$ cat config.mk
export PLATFORM = sky130hd
export DESIGN_NAME = ddr_adc_chk_ctrl_flat
export DESIGN_NICKNAME = d
export VERILOG_FILES = /design/src/rtl/ddr_adc_chk_ctrl_if.sv /design/src/rtl/ddr_adc_chk_ctrl.sv /design/src/flat_wrapper.sv
export SDC_FILE = /design/constraint.sdc
export NUM_CORES = 1
export LEC_CHECK = 0
export BUFFER_PORTS_ARGS = -buffer_cell sky130_fd_sc_hd__buf_4
export CAP_MARGIN = 20
export CORE_UTILIZATION = 25
export CTS_CLUSTER_SIZE = 28
export DETAILED_ROUTE_END_ITERATION = 6
export PLACE_DENSITY = 0.46
export SKIP_CTS_REPAIR_TIMING = 1
export SYNTH_ARGS = -nofsm -noshare
export SYNTH_HDL_FRONTEND = slang
export SYNTH_SLANG_ARGS = --single-unit
$ cat constraint.sdc
create_clock -name clk -period 4.3 [get_ports clk]
set_input_delay 0.86 -clock clk [delete_from_list [all_inputs] [get_ports clk]]
set_output_delay 0.86 -clock clk [all_outputs]
set_load 0.1 [all_outputs]
$ cat src/rtl/ddr_adc_chk_ctrl_if.sv
`default_nettype none
// +-------------------------------------------------------------------------+
// | ddr_adc_chk_ctrl_if : run-control / checker-counter bundle for the ADC   |
// | pattern-checker run controller.                  rev 1.0                 |
// +-------------------------------------------------------------------------+
interface ddr_adc_chk_ctrl_if #(
   parameter int CNT_WD = 32
);
   logic              start;
   logic              stop;
   logic [CNT_WD-1:0] beat_target;
   logic [CNT_WD-1:0] timeout_cyc;
   logic              adc_vld;
   logic [CNT_WD-1:0] suc_cnt;
   logic [CNT_WD-1:0] err_cnt;
   logic              chk_rst;
   logic              busy;
   logic              done;
   logic              pass;
   logic              timeout_flag;
   logic              abort_flag;
   logic [CNT_WD-1:0] beat_cnt;
   logic [CNT_WD-1:0] res_suc;
   logic [CNT_WD-1:0] res_err;

   modport master (
      output start, stop, beat_target, timeout_cyc, adc_vld, suc_cnt, err_cnt,
      input  chk_rst, busy, done, pass, timeout_flag, abort_flag,
             beat_cnt, res_suc, res_err
   );

   modport slave (
      input  start, stop, beat_target, timeout_cyc, adc_vld, suc_cnt, err_cnt,
      output chk_rst, busy, done, pass, timeout_flag, abort_flag,
             beat_cnt, res_suc, res_err
   );
endinterface
`default_nettype wire

$ cat src/rtl/ddr_adc_chk_ctrl.sv
`default_nettype none
// +-------------------------------------------------------------------------+
// | ddr_adc_chk_ctrl : sequences one ADC pattern-check run and publishes a   |
// | pass/fail verdict plus checker counter snapshots.  rev 1.0               |
// +-------------------------------------------------------------------------+
module ddr_adc_chk_ctrl #(
   parameter int CNT_WD = 32
) (
   input  wire logic         clk,
   input  wire logic         rst_n,
   ddr_adc_chk_ctrl_if.slave bus
);
   localparam logic [CNT_WD-1:0] ONES = '1;
   localparam logic [CNT_WD-1:0] ONE  = {{(CNT_WD-1){1'b0}}, 1'b1};

   typedef enum logic [2:0] {
      IDLE  = 3'd0,
      CLR   = 3'd1,
      RUN   = 3'd2,
      DRAIN = 3'd3,
      DONE  = 3'd4
   } state_t;

   state_t            state, state_nx;
   logic              drain_sub;
   logic [CNT_WD-1:0] tgt, tmo, idle_cnt;
   logic              exit_abort, exit_tmo, pass_nx;

   logic              chk_rst_q, busy_q, done_q, pass_q, tmo_flag_q, abort_q;
   logic [CNT_WD-1:0] beat_q, res_suc_q, res_err_q;

   assign bus.chk_rst      = chk_rst_q;
   assign bus.busy         = busy_q;
   assign bus.done         = done_q;
   assign bus.pass         = pass_q;
   assign bus.timeout_flag = tmo_flag_q;
   assign bus.abort_flag   = abort_q;
   assign bus.beat_cnt     = beat_q;
   assign bus.res_suc      = res_suc_q;
   assign bus.res_err      = res_err_q;

   always_ff @(posedge clk or negedge rst_n) begin
      if (!rst_n) state <= IDLE;
      else        state <= state_nx;
   end

   always_comb begin
      state_nx   = state;
      exit_abort = 1'b0;
      exit_tmo   = 1'b0;
      case (state)
         IDLE, DONE: if (bus.start) state_nx = CLR;
         CLR:        state_nx = RUN;
         RUN: begin
            if (bus.stop) begin
               state_nx   = DRAIN;
               exit_abort = 1'b1;
            end else if (tgt != '0 && bus.adc_vld && beat_q == tgt - ONE) begin
               state_nx = DRAIN;
            end else if (tmo != '0 && !bus.adc_vld && idle_cnt == tmo - ONE) begin
               state_nx = DRAIN;
               exit_tmo = 1'b1;
            end
         end
         DRAIN:      if (drain_sub) state_nx = DONE;
         default:    state_nx = IDLE;
      endcase
   end

   // Verdict uses the live checker counters, sampled on the same edge as the snapshot.
   assign pass_nx = !abort_q && !tmo_flag_q && (bus.err_cnt == '0) &&
                    (bus.suc_cnt == beat_q) && (beat_q == tgt) && (tgt != '0);

   always_ff @(posedge clk or negedge rst_n) begin
      if (!rst_n) begin
         chk_rst_q  <= 1'b0;
         busy_q     <= 1'b0;
         done_q     <= 1'b0;
         pass_q     <= 1'b0;
         tmo_flag_q <= 1'b0;
         abort_q    <= 1'b0;
         beat_q     <= '0;
         res_suc_q  <= '0;
         res_err_q  <= '0;
         tgt        <= '0;
         tmo        <= '0;
         idle_cnt   <= '0;
         drain_sub  <= 1'b0;
      end else begin
         chk_rst_q <= (state_nx == CLR);
         busy_q    <= (state_nx == CLR) || (state_nx == RUN) || (state_nx == DRAIN);
         done_q    <= (state_nx == DONE);
         case (state)
            IDLE, DONE: begin
               if (bus.start) begin
                  tgt        <= bus.beat_target;
                  tmo        <= bus.timeout_cyc;
                  beat_q     <= '0;
                  idle_cnt   <= '0;
                  tmo_flag_q <= 1'b0;
                  abort_q    <= 1'b0;
                  res_suc_q  <= '0;
                  res_err_q  <= '0;
                  pass_q     <= 1'b0;
               end
            end
            CLR: drain_sub <= 1'b0;
            RUN: begin
               drain_sub <= 1'b0;
               if (bus.adc_vld) begin
                  if (beat_q != ONES) beat_q <= beat_q + ONE;
                  idle_cnt <= '0;
               end else if (idle_cnt != ONES) begin
                  idle_cnt <= idle_cnt + ONE;
               end
               if (exit_abort) abort_q    <= 1'b1;
               if (exit_tmo)   tmo_flag_q <= 1'b1;
            end
            DRAIN: begin
               drain_sub <= 1'b1;
               if (drain_sub) begin
                  res_suc_q <= bus.suc_cnt;
                  res_err_q <= bus.err_cnt;
                  pass_q    <= pass_nx;
               end
            end
            default: ;
         endcase
      end
   end
endmodule
`default_nettype wire

$ cat src/flat_wrapper.sv
// flat-port wrapper written by rule: the top's interface ports become plain ports
module ddr_adc_chk_ctrl_flat 
#(
   parameter int CNT_WD = 32
)
  (clk, rst_n, bus_start, bus_stop, bus_beat_target, bus_timeout_cyc, bus_adc_vld, bus_suc_cnt, bus_err_cnt, bus_chk_rst, bus_busy, bus_done, bus_pass, bus_timeout_flag, bus_abort_flag, bus_beat_cnt, bus_res_suc, bus_res_err);
  ddr_adc_chk_ctrl_if #(.CNT_WD(CNT_WD)) bus_i ();
  input  wire logic clk;
  input  wire logic rst_n;
  input wire logic [$bits(bus_i.start)-1:0] bus_start;
  input wire logic [$bits(bus_i.stop)-1:0] bus_stop;
  input wire logic [$bits(bus_i.beat_target)-1:0] bus_beat_target;
  input wire logic [$bits(bus_i.timeout_cyc)-1:0] bus_timeout_cyc;
  input wire logic [$bits(bus_i.adc_vld)-1:0] bus_adc_vld;
  input wire logic [$bits(bus_i.suc_cnt)-1:0] bus_suc_cnt;
  input wire logic [$bits(bus_i.err_cnt)-1:0] bus_err_cnt;
  output wire logic [$bits(bus_i.chk_rst)-1:0] bus_chk_rst;
  output wire logic [$bits(bus_i.busy)-1:0] bus_busy;
  output wire logic [$bits(bus_i.done)-1:0] bus_done;
  output wire logic [$bits(bus_i.pass)-1:0] bus_pass;
  output wire logic [$bits(bus_i.timeout_flag)-1:0] bus_timeout_flag;
  output wire logic [$bits(bus_i.abort_flag)-1:0] bus_abort_flag;
  output wire logic [$bits(bus_i.beat_cnt)-1:0] bus_beat_cnt;
  output wire logic [$bits(bus_i.res_suc)-1:0] bus_res_suc;
  output wire logic [$bits(bus_i.res_err)-1:0] bus_res_err;
  assign bus_i.start = bus_start;
  assign bus_i.stop = bus_stop;
  assign bus_i.beat_target = bus_beat_target;
  assign bus_i.timeout_cyc = bus_timeout_cyc;
  assign bus_i.adc_vld = bus_adc_vld;
  assign bus_i.suc_cnt = bus_suc_cnt;
  assign bus_i.err_cnt = bus_err_cnt;
  assign bus_chk_rst = bus_i.chk_rst;
  assign bus_busy = bus_i.busy;
  assign bus_done = bus_i.done;
  assign bus_pass = bus_i.pass;
  assign bus_timeout_flag = bus_i.timeout_flag;
  assign bus_abort_flag = bus_i.abort_flag;
  assign bus_beat_cnt = bus_i.beat_cnt;
  assign bus_res_suc = bus_i.res_suc;
  assign bus_res_err = bus_i.res_err;
  ddr_adc_chk_ctrl #(.CNT_WD(CNT_WD)) u_core (.clk(clk), .rst_n(rst_n), .bus(bus_i));
endmodule
==> impl_metrics.py, run 1 <==
metrics = {
    "setup_path": {
        "critPathMaxStageDelay_ps": 490,
        "critPathKind": "flip-flop to flip-flop",
        "critical_path_peak_fanout": 9,
        "crit_path_top_delay_cell": "sky130_fd_sc_hd__or3_1",
        "crit_path_cell_trace": "inv_1 -> ha_1 -> nor3b_1 -> buf_4 -> nand4_1 -> or3_1 -> a221o_1 -> nor3_1 -> a41o_1 -> a31oi_1 -> o21ai_1",
        "critical_path.endpoint_type": "flip-flop",
        "required_ps": 4760,
        "worstPathArrival_ps": 3700,
        "critPathLaunchType": "flip-flop",
    },
    "timing": {
        "final_period_minus_worst_setup_slack_ps": 3240,
        "drv_slew": 0,
        "grt_setup_unrepaired": "no",
        "slew_headroom_pct": 44.0,
        "post-route-period-util_pct": 75.3,
        "finClkSkew_ps": 8.58,
        "worstMarginPinSlew_ps": 838,
        "setup_viol_count_final": 0,
        "fmax_mhz": 309,
        "setup_tns_ps": 0,
        "final-hold-violation-count": 0,
    },
    "placed_design": {
        "place_congestion": 0.858,
        "detailedPlacementHpwl_mm": 29.1,
        "dp.cells": 1991,
        "port_buffers": 234,
    },
    "finish": {
        "finish.cell_count_without_fillers": 2034,
        "filler_cell_count": 4678,
        "final_nets": 1565,
        "area.sequential_sq_um": 5050,
        "layout-drive-gt1-share_pct": 25.3,
        "area_delta_synth_final_pct": 27.8,
        "multiInputGateArea_sq_um": 5930,
    },
    "floorplanning": {
        "floorplan.core_area_sq_um": 44400,
        "design.die.area_sq_um": 46100,
        "io_pins": 235,
        "core.rowCount": 77,
        "initial_standard_cell_utilization_of_the_core_pct": 25.5,
        "die_w_um": 215,
        "chipHeight_um": 215,
    },
    "clocking": {
        "cts_buffers": 25,
        "clock_sink_count": 202,
        "clock_tree.root_cell": "sky130_fd_sc_hd__clkbuf_16",
        "tritoncts_clock_tree": "done",
        "clock_path_buffers": 3,
        "clock_latency_ps": 530,
        "cts.clk_slew.worst_paths_ps": 60,
        "htreeDepth": 1,
    },
    "yosys": {
        "synth-edff-count": 0,
        "synth_warnings": 0,
        "synth.net_count": 1357,
        "ys_async_sr_fraction_pct": 100,
        "yosys_most_used_dff": "sky130_fd_sc_hd__dfrtp_1",
        "syn_area_sq_um": 11300,
        "ys_ff_latch": 202,
        "synthCells": 1218,
        "synthDistinctLibCells": 69,
        "mean_area_per_synthesized_cell_sq_um": 9.29,
        "sequential_fraction_of_the_synthesis_area_pct": 44.7,
    },
    "power_and_ir_drop": {
        "power.net_switching_mw": 5.17,
        "seq_power_share_pct": 31.7,
        "power.share.clock_pct": 19.5,
        "powerDensity_nw_per_um2": 719,
        "internal-power_mw": 5.24,
        "leakagePower_nw": 6.10,
        "share_comb_of_total_power_pct": 48.8,
        "switching_portion_of_total_power_pct": 49.6,
        "vdd.ir_drop.worst_mv": 0.414,
    },
    "routing": {
        "post-route-drc-count": 0,
        "detail_route.wl_per_cell_um": 18.6,
        "detailroute.via_count": 9701,
        "via_per_inst": 4.77,
        "route.antenna.remaining_nets": 0,
        "detailedRoute.firstPassIterationCount": 5,
        "final_routed_wirelength_across_all_metal_layers_mm": 37.9,
        "drt_iter0_markers": 679,
    },
    "grt": {
        "grt_first_pass_wirelength_mm": 59.0,
        "top_usage_layer": "met2",
        "grt_pass1_vias": 9584,
        "grt_met2_usage_pct": 24.7,
        "grt_usage_pct": 16.3,
        "gr-total-overflow": 0,
        "grt.met3_usage_pct": 3.47,
        "antenna_violations_before_repair": 6,
        "gr-usage-met1_pct": 23.2,
        "grt_start_max_net_pins": 91,
    },
    "job": {
        "drv.max_cap_violation_count": 0,
    },
    "run_status": {
        "outcome": "complete, no violations",
    },
    "hold_path": {
        "worstHoldPathType": "primary input to async pin",
    },
}
-- cell usage after synthesis (3+ instances only) --
| cell type | number | share of area [%] |
|---|---|---|
| sky130_fd_sc_hd__dfrtp_1 | 202 | 45 |
| sky130_fd_sc_hd__nand2_1 | 186 | 6.2 |
| sky130_fd_sc_hd__o21ai_0 | 101 | 4.5 |
| sky130_fd_sc_hd__xnor2_1 | 96 | 7.4 |
| sky130_fd_sc_hd__nor2_1 | 88 | 2.9 |
| sky130_fd_sc_hd__xor2_1 | 64 | 5.0 |
| sky130_fd_sc_hd__mux2_2 | 59 | 5.9 |
| sky130_fd_sc_hd__clkbuf_1 | 55 | 1.8 |
| sky130_fd_sc_hd__nand4_1 | 42 | 2.3 |
| sky130_fd_sc_hd__nor3_1 | 36 | 1.6 |
| sky130_fd_sc_hd__nand3_1 | 31 | 1.4 |
| sky130_fd_sc_hd__a21oi_1 | 29 | 1.3 |
| sky130_fd_sc_hd__nor4_1 | 28 | 1.5 |
| sky130_fd_sc_hd__or3_1 | 24 | 1.3 |
| sky130_fd_sc_hd__inv_1 | 18 | 0.60 |
| sky130_fd_sc_hd__mux2i_1 | 13 | 1.1 |
| sky130_fd_sc_hd__a31oi_1 | 12 | 0.66 |
| sky130_fd_sc_hd__and3_1 | 12 | 0.66 |
| sky130_fd_sc_hd__buf_1 | 8 | 0.27 |
| sky130_fd_sc_hd__and4_1 | 7 | 0.54 |
| sky130_fd_sc_hd__ha_1 | 6 | 0.66 |
| sky130_fd_sc_hd__nand2b_1 | 6 | 0.33 |
| sky130_fd_sc_hd__nor2b_1 | 6 | 0.33 |
| sky130_fd_sc_hd__a211oi_1 | 5 | 0.33 |
| sky130_fd_sc_hd__nand4b_1 | 5 | 0.39 |
| sky130_fd_sc_hd__o22ai_1 | 5 | 0.28 |
| sky130_fd_sc_hd__and2_1 | 4 | 0.22 |
| sky130_fd_sc_hd__nor3b_1 | 4 | 0.27 |
| sky130_fd_sc_hd__or3b_2 | 4 | 0.31 |
| sky130_fd_sc_hd__a2111oi_0 | 3 | 0.23 |
| sky130_fd_sc_hd__buf_6 | 3 | 0.30 |
| sky130_fd_sc_hd__nor4_4 | 3 | 0.56 |
| sky130_fd_sc_hd__nor4b_1 | 3 | 0.23 |
| sky130_fd_sc_hd__o211ai_1 | 3 | 0.20 |
| sky130_fd_sc_hd__or4_1 | 3 | 0.20 |
-- cells in the final DEF, fill, tap and decap left out, types with 6 or more instances in the layout --
master | synthesis | final
sky130_fd_sc_hd__buf_4 | 1 | 248
sky130_fd_sc_hd__dfrtp_1 | 202 | 202
sky130_fd_sc_hd__nand2_1 | 186 | 186
sky130_fd_sc_hd__o21ai_0 | 101 | 101
sky130_fd_sc_hd__xnor2_1 | 96 | 96
sky130_fd_sc_hd__nor2_1 | 88 | 87
sky130_fd_sc_hd__xor2_1 | 64 | 64
sky130_fd_sc_hd__mux2_2 | 59 | 59
sky130_fd_sc_hd__nand4_1 | 42 | 42
sky130_fd_sc_hd__nor3_1 | 36 | 35
sky130_fd_sc_hd__nand3_1 | 31 | 31
sky130_fd_sc_hd__nor4_1 | 28 | 28
sky130_fd_sc_hd__a21oi_1 | 29 | 28
sky130_fd_sc_hd__clkbuf_16 | 0 | 25
sky130_fd_sc_hd__or3_1 | 24 | 24
sky130_fd_sc_hd__inv_1 | 18 | 18
sky130_fd_sc_hd__mux2i_1 | 13 | 13
sky130_fd_sc_hd__and3_1 | 12 | 12
sky130_fd_sc_hd__a31oi_1 | 12 | 12
sky130_fd_sc_hd__and4_1 | 7 | 7
sky130_fd_sc_hd__clkbuf_1 | 55 | 7
sky130_fd_sc_hd__clkbuf_8 | 0 | 7
sky130_fd_sc_hd__nor2b_1 | 6 | 6
sky130_fd_sc_hd__nand2b_1 | 6 | 6
sky130_fd_sc_hd__ha_1 | 6 | 6
-- state kept, by name, summed over array words and instances (netlist names) --
signal	cells
u_core.bus.beat_cnt	32
u_core.bus.res_err	32
u_core.bus.res_suc	32
u_core.idle_cnt	32
u_core.tgt	32
u_core.tmo	32
u_core.state	3
u_core.bus.abort_flag	1
u_core.bus.busy	1
u_core.bus.chk_rst	1
u_core.bus.done	1
u_core.bus.pass	1
u_core.bus.timeout_flag	1
u_core.drain_sub	1
-- power by group through the flow --
| stage | Combinational, mW | Clock, mW | Sequential [mW] |
|---|---|---|---|
| detailed placement | 5.11 | 0 | 3.33 |
| global route | 5.46 | 2.18 | 3.41 |
| global placement | 5.10 | 0 | 3.31 |
| CTS | 5.13 | 2.10 | 3.30 |
| floorplan | 2.17 | 0 | 4.87 |
| finish | 5.08 | 2.03 | 3.30 |
-- worst max-delay path, delay by kind of cell (launching register included) --
kind | cells | cell delay (ps)
fa+ha+maj | 1 | 270
simple gates | 4 | 1350
flops | 1 | 440
compound gates | 4 | 800
buf+inv | 2 | 290
-- layout make-up --
class | count | area share, %
inverter | 18 | 0.467
clock inverter | 3 | 0.277
timing repair buffer | 250 | 13.1
antenna | 2 | 0.0346
clock buffer | 38 | 5.08
sequential | 202 | 34.9
multi-input combinational | 929 | 41.0
tap | 592 | 5.12
-- per-stage QoR --
stage / utilization, % / instance area (sq um) / power (mW) / setup WS, ps / hold slack, ps
3_3_place_gp: 30.8 / 13700 / 8.41 / 1110 / 463
6_report: 32.6 / 14500 / 10.4 / 1060 / 369
4_1_cts: 32.6 / 14500 / 10.5 / 1030 / 398
5_1_grt: 32.6 / 14500 / 11.0 / 793 / 421
2_1_floorplan: - / 11300 / 7.04 / 1420 / 514
3_5_place_dp: 30.8 / 13700 / 8.45 / 1060 / 473
-- worst paths after layout --
path | cells past startpoint | end | start | slack [ps]
max in group asynchronous | 2 | u_core.bus.res_suc[3]$_DFFE_PN0P_ | rst_n | 2940
max | 11 | u_core.state[0]$_DFF_PN0_ | u_core.tmo[0]$_DFFE_PN0P_ | 1060
max reg2reg | 11 | u_core.state[0]$_DFF_PN0_ | u_core.tmo[0]$_DFFE_PN0P_ | 1060
min in group clk | 2 | u_core.bus.res_suc[20]$_DFFE_PN0P_ | u_core.bus.res_suc[20]$_DFFE_PN0P_ | 480
min | 1 | u_core.tgt[3]$_DFFE_PN0P_ | rst_n | 370
min reg2reg | 2 | u_core.bus.res_suc[20]$_DFFE_PN0P_ | u_core.bus.res_suc[20]$_DFFE_PN0P_ | 480
-- kinds of logic after synthesis --
family | count (synthesis) | share of synthesized area, %
and+or+nand+nor | 508 | 22.7
DFF | 202 | 44.7
xor gates and xnor gates | 160 | 12.4
adders and majority gates | 6 | 0.663
muxes | 72 | 7.02
buffers and inverters | 87 | 3.14
AOI/OAI and AO/OA | 183 | 9.48
-- routing by layer --
layer	up-vias	share of wire, %
met2	283	43
met5	-	0.15
li1	4706	-
met4	8	2.7
met3	61	5.9
met1	4643	48
Note: power is estimated with default switching activity, not from simulation.
==> inputs of run 2 (changes only) <==
- clock period: 4.3 -> 3.4 ns (I/O delays scaled with it)
==> run 2 against run 1 <==
Combinational power grew 28%. Clock skew grew 9.3 ps. Global-route usage grew 0.35 points. Non-clock buffer count grew 11. Clock power grew 37%. Critical endpoint unchanged. Highest routed layer unchanged.
==> impl_metrics.py, run 2 (same netlist as run 1, synthesis figures left out) <==
metrics = {
    "job": {
        "drv.max_cap_violation_count": 0,
    },
    "setup_path": {
        "ff2ff_setup_slack_ps": 250,
        "worstPathArrival_ps": 3630,
        "critical_path.endpoint_type": "flip-flop",
        "critical_path_peak_fanout": 6,
        "regToRegStartpoint": "u_core.tgt[1]$_DFFE_PN0P_",
        "critPathKind": "flip-flop to flip-flop",
        "reg2reg_to": "u_core.state[0]$_DFF_PN0_",
        "required_ps": 3880,
        "timing.reg2reg.worst_path_depth": 11,
        "critPathLaunchType": "flip-flop",
    },
    "timing": {
        "grt_setup_unrepaired": "no",
        "worstMarginPinSlew_ps": 897,
        "final_period_minus_worst_setup_slack_ps": 3150,
        "drv_slew": 0,
        "final-hold-violation-count": 0,
        "finClkSkew_ps": 17.9,
        "setup_tns_ps": 0,
        "slew_headroom_pct": 40.2,
        "setup_viol_count_final": 0,
        "post-route-period-util_pct": 92.7,
        "fmax_mhz": 317,
    },
    "routing": {
        "route.antenna.remaining_nets": 0,
        "detailedRoute.firstPassIterationCount": 5,
        "drt_iter0_markers": 750,
        "final_routed_wirelength_across_all_metal_layers_mm": 38.6,
        "via_per_inst": 4.76,
        "detail_route.wl_per_cell_um": 18.8,
        "post-route-drc-count": 0,
        "detailroute.via_count": 9769,
    },
    "finish": {
        "finish.cell_count_without_fillers": 2053,
        "layout.core_utilization_pct": 33.1,
        "layout-drive-gt1-share_pct": 26.3,
        "final_nets": 1578,
        "layout_common_cells": "sky130_fd_sc_hd__buf_4, sky130_fd_sc_hd__dfrtp_1, sky130_fd_sc_hd__nand2_1, sky130_fd_sc_hd__o21ai_0, sky130_fd_sc_hd__xnor2_1",
        "area_delta_synth_final_pct": 29.7,
        "final_common_cell": "sky130_fd_sc_hd__buf_4",
    },
    "placed_design": {
        "port_buffers": 234,
        "place_congestion": 0.857,
        "dp.cells": 2002,
        "detailedPlacementHpwl_mm": 29.7,
    },
    "clocking": {
        "htreeDepth": 1,
        "clock_tree.root_cell": "sky130_fd_sc_hd__clkbuf_16",
        "clock_path_buffers": 3,
        "clock_latency_ps": 550,
        "cts_buffers": 27,
        "tritoncts_clock_tree": "done",
        "cts.clk_slew.worst_paths_ps": 60,
        "clock_sink_count": 202,
    },
    "floorplanning": {
        "chipHeight_um": 215,
        "io_pins": 235,
        "initial_standard_cell_utilization_of_the_core_pct": 25.5,
        "core.rowCount": 77,
        "design.die.area_sq_um": 46100,
        "floorplan.core_area_sq_um": 44400,
        "die_w_um": 215,
    },
    "power_and_ir_drop": {
        "switching_portion_of_total_power_pct": 49.5,
        "leakagePower_nw": 6.21,
        "power.net_switching_mw": 6.64,
        "powerDensity_nw_per_um2": 914,
        "share_comb_of_total_power_pct": 48.6,
        "internal-power_mw": 6.78,
        "vdd.ir_drop.worst_mv": 0.540,
        "power.share.clock_pct": 20.7,
        "seq_power_share_pct": 30.7,
    },
    "run_status": {
        "outcome": "complete, no violations",
    },
    "grt": {
        "gr-total-overflow": 0,
        "grt_first_pass_wirelength_mm": 60.2,
        "grt_pass1_vias": 9722,
        "grt_usage_pct": 16.7,
        "grt_start_max_net_pins": 131,
        "antenna_violations_before_repair": 5,
    },
    "hold_path": {
        "worstHoldPathType": "primary input to async pin",
    },
}
[run 2: changes by cell type in the layout (fill, tap and decap cells not counted), sizes merged]
cell,delta
bufinv,-1
clkinvlp,+1
buf,+11
inv,+2
clkbuf,+5
clkinv,+1
[run 2: layout make-up]
cell class,instances,area [sq um]
Clock inverter,6,43.8
Sequential cell,202,5050
Fill cell,4659,29700
Tap cell,592,741
Timing Repair Buffer,261,2020
Antenna cell,2,5.00
Multi-Input combinational cell,929,5930
Clock buffer,43,826
Inverter,18,67.6
[run 2: layer usage]
metal  global-route usage, %  vias to the layer above  routed length (um)
met5                       0                        -                  57
met3                    3.50                       59                2530
li1                        -                     4726                   -
met4                    3.98                        8                 735
met1                    23.5                     4696               18000
met2                    25.9                      280               17300
[run 2: worst max-delay path by stage]
stage / end / start / depth (start not counted) / slack [ps]
global route: u_core.state[0]$_DFF_PN0_ / u_core.tgt[1]$_DFFE_PN0P_ / 11 / 70
global placement: u_core.state[0]$_DFF_PN0_ / u_core.tgt[0]$_DFFE_PN0P_ / 11 / 330
CTS: u_core.state[0]$_DFF_PN0_ / u_core.tgt[1]$_DFFE_PN0P_ / 11 / 250
finish: u_core.state[0]$_DFF_PN0_ / u_core.tgt[1]$_DFFE_PN0P_ / 11 / 250
floorplan: u_core.bus.beat_cnt[31]$_DFFE_PN0P_ / u_core.bus.beat_cnt[4]$_DFFE_PN0P_ / 10 / 520
detailed placement: u_core.state[0]$_DFF_PN0_ / u_core.tgt[1]$_DFFE_PN0P_ / 11 / 240
[run 2: power groups by stage]
stage          Clock (mW)  Combinational, mW  Sequential [mW]
2_1_floorplan           0               2.75             6.16
3_3_place_gp            0               6.56             4.15
3_5_place_dp            0               6.57             4.18
4_1_cts              2.87               6.59             4.14
5_1_grt              2.96               7.01             4.27
6_report             2.78               6.52             4.13
[run 2: per-stage QoR]
step	cell area [sq um]	power [mW]	hold slack [ps]	setup WS (ps)
6_report	14700	13.4	192	248
5_1_grt	14700	14.2	263	72.0
4_1_cts	14700	13.6	245	252
3_5_place_dp	13800	10.8	472	238
3_3_place_gp	13800	10.7	465	327
2_1_floorplan	11300	8.90	384	515
[run 2: critical path, cell delays in order, from the launching register on]
cell and delay (ps):
sky130_fd_sc_hd__dfrtp_1 420, sky130_fd_sc_hd__inv_1 110, sky130_fd_sc_hd__ha_1 230, sky130_fd_sc_hd__nor3b_4 350
sky130_fd_sc_hd__nand4_4 200, sky130_fd_sc_hd__or4_1 460, sky130_fd_sc_hd__or3_1 400, sky130_fd_sc_hd__a2111oi_2 360
sky130_fd_sc_hd__nand4_1 150, sky130_fd_sc_hd__nor3_2 160, sky130_fd_sc_hd__a31oi_1 110, sky130_fd_sc_hd__o21ai_1 130
==> inputs of run 3 (changes only) <==
- CORE_MARGIN: not set -> 5
- CTS_BUF_LIST: not set -> sky130_fd_sc_hd__clkbuf_8 sky130_fd_sc_hd__clkbuf_16
- REMOVE_ABC_BUFFERS: not set -> 1
==> run 3 against run 2 <==
Routed wire length grew 0.43%. The run now ends with design-rule violations left. Largest cell class unchanged. Critical path depth is the same. Via count shrank 0.71%. Clock skew shrank 4.7 ps. Final cell count grew 0.15%. Sequential share of layout area is essentially flat. Utilization shrank 0.54 points.
==> impl_metrics.py, run 3 (same netlist as run 1, synthesis figures left out) <==
metrics = {
    "power_and_ir_drop": {
        "leakagePower_nw": 6.23,
        "vdd.ir_drop.worst_mv": 0.538,
        "finalPower_mw": 13.4,
        "powerDensity_nw_per_um2": 914,
    },
    "placed_design": {
        "preCtsSetupSlack_ps": 124,
        "place_congestion": 0.848,
        "port_buffers": 234,
        "dp.cells": 2011,
        "dpl-instance-area_sq_um": 13800,
        "detailedPlacementHpwl_mm": 30.0,
    },
    "routing": {
        "final_routed_wirelength_across_all_metal_layers_mm": 38.8,
        "via_per_inst": 4.72,
        "detailedRoute.firstPassIterationCount": 7,
        "post-route-drc-count": 9,
        "detail_route.wl_per_cell_um": 18.9,
        "detailroute.via_count": 9700,
        "route.antenna.remaining_nets": 0,
        "drt_iter0_markers": 572,
    },
    "floorplanning": {
        "io_pins": 235,
        "floorplan.core_area_sq_um": 45100,
        "design.die.area_sq_um": 49600,
        "core.rowCount": 78,
        "die_w_um": 223,
        "chipHeight_um": 223,
        "initial_standard_cell_utilization_of_the_core_pct": 25.1,
    },
    "timing": {
        "drv_slew": 0,
        "finClkSkew_ps": 13.1,
        "final-hold-violation-count": 0,
        "worstMarginPinSlew_ps": 602,
        "fmax_mhz": 318,
        "final_period_minus_worst_setup_slack_ps": 3150,
        "slew_headroom_pct": 59.9,
        "final.hold.worst_slack_ps": 86.1,
        "post-route-period-util_pct": 92.6,
        "setup_tns_ps": 0,
        "setup_viol_count_final": 0,
        "grt_setup_unrepaired": "no",
        "fin_ws_ps": 253,
    },
    "finish": {
        "layout.core_utilization_pct": 32.5,
        "area_delta_synth_final_pct": 29.6,
        "final_nets": 1581,
        "final_common_cell": "sky130_fd_sc_hd__buf_4",
        "insertedDiodeCount": 0,
        "layout_common_cells": "sky130_fd_sc_hd__buf_4, sky130_fd_sc_hd__dfrtp_1, sky130_fd_sc_hd__nand2_1, sky130_fd_sc_hd__o21ai_0, sky130_fd_sc_hd__xnor2_1",
        "layout-drive-gt1-share_pct": 26.2,
        "fin_area_sq_um": 14700,
        "finish.cell_count_without_fillers": 2056,
    },
    "setup_path": {
        "critical_path.endpoint_type": "flip-flop",
        "worstSetupStartpoint": "u_core.tgt[0]$_DFFE_PN0P_",
        "required_ps": 3870,
        "critPathLaunchType": "flip-flop",
        "worstPathArrival_ps": 3610,
        "regToRegStartpoint": "u_core.tgt[0]$_DFFE_PN0P_",
        "critPathKind": "flip-flop to flip-flop",
        "critical_path_peak_fanout": 6,
    },
    "grt": {
        "grt_usage_pct": 15.2,
        "top_usage_layer": "met2",
        "grt.met3_usage_pct": 3.92,
        "grt_pass1_vias": 9753,
        "grt_met2_usage_pct": 24.3,
        "grt_first_pass_wirelength_mm": 60.2,
        "gr-usage-met1_pct": 20.8,
        "antenna_violations_before_repair": 4,
        "grt_start_max_net_pins": 131,
        "gr-total-overflow": 0,
    },
    "clocking": {
        "clock_sink_count": 202,
        "cts_buffers": 27,
        "tritoncts_clock_tree": "done",
        "clock_path_buffers": 3,
        "cts.clk_slew.worst_paths_ps": 60,
        "clock_latency_ps": 540,
        "clock_tree.root_cell": "sky130_fd_sc_hd__clkbuf_16",
        "htreeDepth": 1,
    },
    "job": {
        "drv.max_cap_violation_count": 0,
    },
    "hold_path": {
        "worstHoldPathType": "primary input to async pin",
    },
    "run_status": {
        "failed_checks": "design-rule violations",
        "outcome": "complete, but fails checks",
    },
}
run 3: changes by cell type in the layout (fill, tap and decap cells not counted):
| cell | delta |
|---|---|
| sky130_fd_sc_hd__ha_2 | +1 |
| sky130_fd_sc_hd__clkinvlp_4 | -1 |
| sky130_fd_sc_hd__diode_2 | -2 |
| sky130_fd_sc_hd__ha_1 | -1 |
| sky130_fd_sc_hd__buf_8 | +1 |
| sky130_fd_sc_hd__buf_4 | +3 |
| sky130_fd_sc_hd__bufinv_16 | +2 |
| sky130_fd_sc_hd__clkbuf_1 | -7 |
| sky130_fd_sc_hd__inv_6 | -1 |
| sky130_fd_sc_hd__inv_1 | +7 |
| sky130_fd_sc_hd__clkinv_2 | +2 |
| sky130_fd_sc_hd__clkbuf_8 | -8 |
| sky130_fd_sc_hd__clkinv_4 | -1 |
run 3: metal layers:
metal / vias to the layer above / part of all wire (%)
met5: - / 0.16
met4: 8 / 2.1
met3: 50 / 6.6
met2: 259 / 45
met1: 4654 / 46
li1: 4729 / -
run 3: final timing paths:
kind                                                      endpoint  slack, ps  cells past startpoint
worst max-delay path                     u_core.state[0]$_DFF_PN0_        250                     11
worst min-delay path                     u_core.tgt[0]$_DFFE_PN0P_         90                      1
worst max register to register           u_core.state[0]$_DFF_PN0_        250                     11
worst min register to register  u_core.bus.res_err[31]$_DFFE_PN0P_        480                      2
max in group asynchronous               u_core.tmo[22]$_DFFE_PN0P_       2490                      2
min in group clk                         u_core.tgt[0]$_DFFE_PN0P_        360                      3
run 3: report_power, final:
part           total, mW  internal, mW  leakage (nW)  switching [mW]
registers           4.11          3.16          2.64           0.949
logic               6.62          2.00          3.15            4.62
clock network       2.68          1.61         0.433            1.06
total               13.4          6.78          6.23            6.63
run 3: worst max-delay path, stage by stage, from the launching register on:
cell and delay (ps):
sky130_fd_sc_hd__dfrtp_1 420, sky130_fd_sc_hd__inv_1 120, sky130_fd_sc_hd__ha_2 220, sky130_fd_sc_hd__nor3b_4 280, sky130_fd_sc_hd__nand4_4 200, sky130_fd_sc_hd__or4_1 460
sky130_fd_sc_hd__or3_1 400, sky130_fd_sc_hd__a2111oi_2 390, sky130_fd_sc_hd__nand4_1 170, sky130_fd_sc_hd__nor3_2 160, sky130_fd_sc_hd__a31oi_1 100, sky130_fd_sc_hd__o21ai_1 140
run 3: area by class of cell:
type	count	area, sq um
clock buffer	29	703
timing repair buffer	264	2040
tap	600	751
inverter	18	67.6
fill	4824	30400
clock inverter	14	115
multi-input combinational	929	5940
sequential	202	5050
